## config.mk

```make
export PLATFORM = sky130hd
export DESIGN_NAME = alu_issue_ctrl
export DESIGN_NICKNAME = d
export VERILOG_FILES = /design/src/rtl/alu_issue_ctrl.sv
export SDC_FILE = /design/constraint.sdc
export NUM_CORES = 1
export LEC_CHECK = 0
export BUFFER_PORTS_ARGS = -buffer_cell sky130_fd_sc_hd__buf_4
export CORE_MARGIN = 5
export CORE_UTILIZATION = 46
export CTS_CLUSTER_DIAMETER = 120
export DETAILED_ROUTE_END_ITERATION = 7
export GPL_TIMING_DRIVEN = 0
export HOLD_SLACK_MARGIN = 0.15
export PLACE_DENSITY = 0.8
export SLEW_MARGIN = 20
export SYNTH_ARGS = -nofsm -noshare
export SYNTH_HDL_FRONTEND = slang
export SYNTH_SLANG_ARGS = --single-unit
```

## constraint.sdc

```tcl
create_clock -name clk -period 2.5 [get_ports clk]
set_input_delay 0.375 -clock clk [delete_from_list [all_inputs] [get_ports clk]]
set_output_delay 0.375 -clock clk [all_outputs]
set_load 0.02 [all_outputs]
```

## src/rtl/alu_issue_ctrl.sv

```systemverilog
// Execute-stage front end for a clocked ALU: decodes MIPS ALU instructions into a/b/aluc,
// waits out the ALU's registered latency and returns a writeback record on a valid/ready handshake.
module alu_issue_ctrl #(
    parameter bit TRAP_ON_OVF = 1'b1
) (
    input  logic        clk,
    input  logic        rst_n,
    input  logic        in_valid,
    output logic        in_ready,
    input  logic [5:0]  in_opcode,
    input  logic [5:0]  in_funct,
    input  logic [4:0]  in_shamt,
    input  logic [4:0]  in_rt_idx,
    input  logic [4:0]  in_rd_idx,
    input  logic [31:0] in_rs_val,
    input  logic [31:0] in_rt_val,
    input  logic [15:0] in_imm,
    output logic [31:0] alu_a,
    output logic [31:0] alu_b,
    output logic [3:0]  alu_aluc,
    input  logic [31:0] alu_r,
    input  logic        alu_zero,
    input  logic        alu_carry,
    input  logic        alu_negative,
    input  logic        alu_overflow,
    output logic        out_valid,
    input  logic        out_ready,
    output logic [31:0] out_result,
    output logic [4:0]  out_dest,
    output logic        out_wen,
    output logic        out_zero,
    output logic        out_carry,
    output logic        out_negative,
    output logic        out_ovf,
    output logic        out_illegal
);
    typedef enum logic [1:0] {IDLE, EXEC, CAPT, HOLD} state_t;

    state_t      state;
    logic        accept;
    logic [31:0] dec_a, dec_b, imm_sext, imm_zext;
    logic [3:0]  dec_aluc;
    logic [4:0]  dec_dest;
    logic        dec_ovf_class, dec_illegal;
    logic [4:0]  lat_dest;
    logic        lat_ovf_class, lat_illegal;
    logic        cap_ovf;

    assign in_ready = (state == IDLE) || (state == HOLD && out_ready);
    assign accept   = in_valid && in_ready;
    assign imm_sext = {{16{in_imm[15]}}, in_imm};
    assign imm_zext = {16'b0, in_imm};
    // The ALU overflow flag is sticky, so it only counts for the signed add/sub class.
    assign cap_ovf  = lat_ovf_class && alu_overflow;

    always_comb begin
        dec_a         = in_rs_val;
        dec_b         = in_rt_val;
        dec_aluc      = 4'b0000;
        dec_ovf_class = 1'b0;
        dec_illegal   = 1'b0;
        dec_dest      = (in_opcode == 6'h00) ? in_rd_idx : in_rt_idx;
        if (in_opcode == 6'h00) begin
            case (in_funct)
                6'h20: begin dec_aluc = 4'b0010; dec_ovf_class = 1'b1; end
                6'h21: dec_aluc = 4'b0000;
                6'h22: begin dec_aluc = 4'b0011; dec_ovf_class = 1'b1; end
                6'h23: dec_aluc = 4'b0001;
                6'h24: dec_aluc = 4'b0100;
                6'h25: dec_aluc = 4'b0101;
                6'h26: dec_aluc = 4'b0110;
                6'h27: dec_aluc = 4'b0111;
                6'h2A: dec_aluc = 4'b1011;
                6'h2B: dec_aluc = 4'b1010;
                6'h00: begin dec_aluc = 4'b1110; dec_a = {27'b0, in_shamt}; end
                6'h02: begin dec_aluc = 4'b1101; dec_a = {27'b0, in_shamt}; end
                6'h03: begin dec_aluc = 4'b1100; dec_a = {27'b0, in_shamt}; end
                6'h04: begin dec_aluc = 4'b1110; dec_a = {27'b0, in_rs_val[4:0]}; end
                6'h06: begin dec_aluc = 4'b1101; dec_a = {27'b0, in_rs_val[4:0]}; end
                6'h07: begin dec_aluc = 4'b1100; dec_a = {27'b0, in_rs_val[4:0]}; end
                default: dec_illegal = 1'b1;
            endcase
        end else begin
            case (in_opcode)
                6'h08: begin dec_aluc = 4'b0010; dec_b = imm_sext; dec_ovf_class = 1'b1; end
                6'h09: begin dec_aluc = 4'b0000; dec_b = imm_sext; end
                6'h0A: begin dec_aluc = 4'b1011; dec_b = imm_sext; end
                6'h0B: begin dec_aluc = 4'b1010; dec_b = imm_sext; end
                6'h0C: begin dec_aluc = 4'b0100; dec_b = imm_zext; end
                6'h0D: begin dec_aluc = 4'b0101; dec_b = imm_zext; end
                6'h0E: begin dec_aluc = 4'b0110; dec_b = imm_zext; end
                6'h0F: begin dec_aluc = 4'b1000; dec_b = imm_zext; dec_a = 32'b0; end
                default: dec_illegal = 1'b1;
            endcase
        end
        if (dec_illegal) begin
            dec_a         = 32'b0;
            dec_b         = 32'b0;
            dec_aluc      = 4'b0000;
            dec_ovf_class = 1'b0;
        end
    end

    always_ff @(posedge clk or negedge rst_n) begin
        if (!rst_n) begin
            state         <= IDLE;
            alu_a         <= 32'b0;
            alu_b         <= 32'b0;
            alu_aluc      <= 4'b0;
            lat_dest      <= 5'b0;
            lat_ovf_class <= 1'b0;
            lat_illegal   <= 1'b0;
            out_valid     <= 1'b0;
            out_result    <= 32'b0;
            out_dest      <= 5'b0;
            out_wen       <= 1'b0;
            out_zero      <= 1'b0;
            out_carry     <= 1'b0;
            out_negative  <= 1'b0;
            out_ovf       <= 1'b0;
            out_illegal   <= 1'b0;
        end else begin
            // accept can only be true in IDLE or in HOLD with out_ready, handled here once.
            if (accept) begin
                alu_a         <= dec_a;
                alu_b         <= dec_b;
                alu_aluc      <= dec_aluc;
                lat_dest      <= dec_dest;
                lat_ovf_class <= dec_ovf_class;
                lat_illegal   <= dec_illegal;
            end
            case (state)
                IDLE: if (accept) state <= EXEC;
                EXEC: state <= CAPT;
                CAPT: begin
                    state        <= HOLD;
                    out_valid    <= 1'b1;
                    out_result   <= lat_illegal ? 32'b0 : alu_r;
                    out_dest     <= lat_dest;
                    out_wen      <= !lat_illegal && !(TRAP_ON_OVF && cap_ovf) && (lat_dest != 5'b0);
                    out_zero     <= alu_zero;
                    out_carry    <= alu_carry;
                    out_negative <= alu_negative;
                    out_ovf      <= cap_ovf;
                    out_illegal  <= lat_illegal;
                end
                HOLD: if (out_ready) begin
                    out_valid <= 1'b0;
                    state     <= accept ? EXEC : IDLE;
                end
                default: state <= IDLE;
            endcase
        end
    end
endmodule
```

# After elaboration in Yosys (flattened, before gate mapping)
# Index checks and enable logic that the tools add are counted.
[op_classes]
eq_ne = 28
n_mux = 26
n_reduce_logical = 25
[op_table]
columns = ["cell", "count"]
rows = [
  ["$mux 32", 6],
  ["$pmux 32 s2", 2],
  ["$eq 6x6->1 const B", 10],
  ["$eq 6x4->1 const B", 8],
  ["$pmux 4 s12", 1],
  ["$pmux 4 s7", 1],
  ["$eq 6x3->1 const B", 3],
  ["$reduce_or 16->1", 1],
  ["$eq 6x2->1 const B", 2],
  ["$logic_not 6->1", 2],
  ["$mux 1", 9],
  ["$mux 4", 2],
  ["$pmux 2 s4", 1],
  ["$reduce_or 2->1", 4],
  ["$reduce_or 4->1", 2],
  ["$reduce_or 8->1", 1],
  ["$reduce_or 3->1", 2],
  ["$logic_and 1x1->1", 5],
  ["$mux 5", 1],
  ["$reduce_bool 5->1", 1],
  ["$eq 2x2->1 const B", 2],
  ["$mux 2", 2],
  ["$ne 2x2->1 const B", 2],
  ["$reduce_and 2->1", 2],
  ["6 further kinds", 7],
]
[totals]
ff_bits = 121
in_bits = 147
output_inout_bits = 113
elab_cells = 95

# Depth between registers and ports, before layout
[logic_depth]
ltp_word = 7
mapped_depth = 8
ltp_nobuf = 7

# Worst setup path after synthesis
# OpenSTA, ideal clock, no wires.
[synth_timing]
path_kind = "in2reg"
start = "in in_funct[0]"
end = "reg alu_a[21]"
setup_time_ps = 121
arrival_ps = 1780
required_ps = 2379
slack_ps = 599
cell_stages = 7
n_path_buf = 2
path_cell_list = "buf_6 or3_4 and2_1 nor3_1 nor3_4 buf_6 a22o_1"
[synth_via]
elab_chain_cells = 5
elab_cells_between_ends = 24
cone_classes = "eq/ne: 15; mux: 5; reduce/logical: 4"
[synth_lines]
columns = ["element", "line_no", "source"]
rows = [
  ["from (decl)", "11", "input logic [5:0] in_funct,"],
  ["$eq 6x3->1, or another cell as far along", "64", "case (in_funct)"],
  ["$reduce_or 16->1 (no line) / $reduce_or 3->1 (equally long branches)", "n/a", ""],
  ["$mux 1 / $pmux 32 s2 (equally long branches)", "64", ""],
  ["$mux 1 / $mux 32 (equally long branches)", "63", "if (in_opcode == 6'h00) begin"],
  ["$mux 32 (*)", "96", "if (dec_illegal) begin"],
  ["to (signal assigned)", "107", "alu_a <= 32'b0;"],
  ["to (signal assigned)", "125", "alu_a <= dec_a;"],
  ["to (decl)", "18", "output logic [31:0] alu_a,"],
]
# Mark *: on every way between the ends. The rest lies on a longest branch, timed or not.
# A chain may end at the register's enable or synchronous reset.

# Worst setup path in the final report
[layout_timing]
start = "reg state[1]"
end = "reg lat_ovf_class"
[layout_via]
elab_chain_cells = 4
elab_cells_between_ends = 5
cone_classes = "eq/ne: 1; reduce/logical: 4"
[layout_lines]
columns = ["element", "line_no", "source"]
rows = [
  ["from (decl)", "39", "state_t state;"],
  ["from (signal assigned)", "149", "state <= accept ? EXEC : IDLE;"],
  ["$eq 2x2->1", "49", "assign in_ready = (state == IDLE) || (state == HOLD && out_ready);"],
  ["$logic_and 1x1->1", "49", ""],
  ["$logic_or 1x1->1 (*)", "49", ""],
  ["$logic_and 1x1->1 (*)", "50", "assign accept = in_valid && in_ready;"],
  ["to (signal assigned)", "129", "lat_ovf_class <= dec_ovf_class;"],
  ["to (decl)", "46", "logic lat_ovf_class, lat_illegal;"],
]
# Marks and branches as above.

==> results.sh <==
export IMPL_outcome="finished clean"
export IMPL_grt_pass1_vias=5269
export IMPL_ys_async_sr_fraction=1.00
export IMPL_synth_common_cells="dfrtp_1, o21ai_0, nand2_1"
export IMPL_grt_max_degree=75
export IMPL_final_cells=938
export IMPL_cts_tree="done"
export IMPL_synth_edf_count=0
export IMPL_syn_avg_cell_area_sq_um=10.6
export IMPL_hold_violations=0
export IMPL_io_pins=260
export IMPL_pre_cts_ws_ns=0.0697
export IMPL_drive_gt1_frac=0.386
export IMPL_finalNetCount=934
export IMPL_r2r_cells=8
export IMPL_min_from="in_rs_val[12]"
export IMPL_grt_ovfl_total=0
export IMPL_dp_cells=906
export IMPL_fin_total_pwr_uw=8730
export IMPL_firstDrtPassIters=5
export IMPL_clockBufferDepth=2
export IMPL_root_buffer="clkbuf_16"
export IMPL_min_path_cells=2
export IMPL_startpoint_type="register"
export IMPL_grt_usage=0.237
export IMPL_crit_family="buffers and inverters"
export IMPL_synth_top_area_share=0.563
export IMPL_dr_total_vias=4894
export IMPL_fp_dieW_um=118
export IMPL_setup_violations=0
export IMPL_postRouteAntennaNets=0
export IMPL_slowest_delay_ns=0.41
export IMPL_min_period_over_period=0.869
export IMPL_coreArea_sq_um=11500
export IMPL_r2r_end="lat_ovf_class"
export IMPL_crit_path_top_delay_cell="clkbuf_1"
export IMPL_synthTopCellsByArea="dfrtp_1, o21ai_0, nand3b_1, mux2i_1, a22o_1"
export IMPL_area_delta_synth_final_pct=50.0
export IMPL_clock_latency_ns=0.41
export IMPL_drcViolationCount=0
export IMPL_numClockSinks=121
export IMPL_viasPerCell=5.22
export IMPL_place_hpwl_um=12800
export IMPL_rrSetupSlack_ns=0.33
export IMPL_path_cells="inv_1 > ha_1 > a21o_1 > nand2_1 > clkbuf_1 > clkbuf_2 > nand2_1 > o31ai_1"
export IMPL_clkTransAtPathRegs_ns=0.05
export IMPL_htreeDepth=4
export IMPL_yosysWarnings=0
export IMPL_crit_path_end_kind="register"
export IMPL_pwr_density_cell_nw_per_um2=1080
export IMPL_netlist_area_sq_um=5380
export IMPL_final_util=0.704
export IMPL_initial_core_util=0.469
export IMPL_synth_top_cell_by_area="dfrtp_1"
export IMPL_grt_pass1_wl_um=26800
export IMPL_rows=39
export IMPL_synthesis_nets=657
export IMPL_numCtsBuffers=17
export IMPL_antenna_cells=0
export IMPL_skew_ns=0.00544
export IMPL_antenna_found_initial=0
export IMPL_wl_per_cell_um=17.7
export IMPL_port_buffers=256
export IMPL_critical_path_class="reg2reg"
export IMPL_final_max_slew_violation_count=0
export IMPL_ys_flop_type="dfrtp_1"
export IMPL_ys_types=47
export IMPL_fmax_ghz=0.460
export IMPL_required_ns=2.81
export IMPL_slew_headroom=0.536
export IMPL_crit_path_frequent_cell="nand2_1"
export IMPL_crit_path_max_fanout=10
export IMPL_drt_wl_total_um=16600
export IMPL_path_buf_inv=3
export IMPL_period_needed_ns=2.17
export IMPL_peakVddDrop_mv=0.711
export IMPL_netlist_instances=506
export IMPL_arrival_ns=2.48
export IMPL_tns_ns=0
export IMPL_rsz0062_at_grt="false"
export IMPL_min_to="alu_a[12]"
export IMPL_leakage_uw=0.00408
export IMPL_cap_violations=0
export IMPL_yosysSeqAreaShare=0.563
export IMPL_synth_seq_cells=121
export IMPL_dieArea_sq_um=14000
export IMPL_yosysMostFrequentCell="dfrtp_1"
export IMPL_r2r_start="state[1]"
export IMPL_drtIter0Drc=402
export IMPL_fp_dieH_um=118
export IMPL_setup_ws_ns=0.328
export IMPL_gp_congestion=0.889
export IMPL_worst_slew_pin_slew_ns=0.696
export IMPL_min_path_type="in2reg"
routing by layer:
metal / global-route usage / vias up / share of wire
met3: 0.0855 / 28 / 0.088
met4: 0.0867 / 0 / 0.020
li1: - / 2319 / -
met1: 0.281 / 2330 / 0.39
met5: 0 / - / 0
met2: 0.398 / 217 / 0.50
cell families after synthesis:
group / share of synthesized area
AO/OA/AOI/OAI: 0.172
adder cells (fa/ha/maj): 0.0112
buffers and inverters: 0.0570
flip-flops: 0.563
multiplexers: 0.0693
AND/OR/NAND/NOR: 0.128
worst max path at each step:
| stage | start | endpoint | depth (start not counted) |
|---|---|---|---|
| after floorplan | in_funct[0] | alu_a[21] | 7 |
| after detailed placement | in_opcode[5] | alu_b[27] | 7 |
| after global placement | state[1] | lat_ovf_class | 7 |
| final | state[1] | lat_ovf_class | 8 |
| after CTS | state[1] | lat_ovf_class | 8 |
| after global routing | state[0] | out_result[10] | 7 |
placed cells by master, fill, tap and decap left out, drive strengths merged, types with 3 or more instances in the layout:
cell type,count
a21oi,21
a22o,27
a31oi,3
and2,4
buf,264
clkbuf,57
dfrtp,121
ha,4
inv,40
mux2,10
mux2i,26
nand2,51
nand2b,3
nand3,3
nand3b,35
nor2,10
nor3,4
o21ai,83
what timing repair did:
item	CTS	global route
hold buffers	1	0
endpoints found under the hold margin	47	0
gates resized for setup	0	2
setup endpoints to repair	0	10
setup buffers	0	0
report_power, final:
group / internal [uW] / switching (uW) / total, uW
sequential: 2630 / 411 / 3040
combinational: 1480 / 1970 / 3450
clock: 1440 / 788 / 2230
sequential cells by signal (all words and copies together), names as in the netlist, 2 cells and up:
signal      flops
out_dest        5
alu_b          32
alu_aluc        4
alu_a          32
out_result     32
state           2
lat_dest        5
cell type report:
| type | count | area (sq um) |
|---|---|---|
| clock buffers | 30 | 544 |
| multi-input cells | 311 | 2050 |
| inverters | 40 | 150 |
| plain buffers | 34 | 158 |
| clock inverters | 1 | 5.00 |
| fillers | 864 | 3390 |
| flip-flops and latches | 121 | 3030 |
| repair buffers | 258 | 1960 |
| well taps | 143 | 179 |
through the flow:
step	instance area (sq um)	hold slack, ns
after CTS	8070	0.168
after floorplan	5380	0.0794
after global placement	7480	0.463
after global routing	8070	0.165
after detailed placement	7510	0.339
final	8070	0.184
Note: power is estimated with default switching activity, not from simulation.
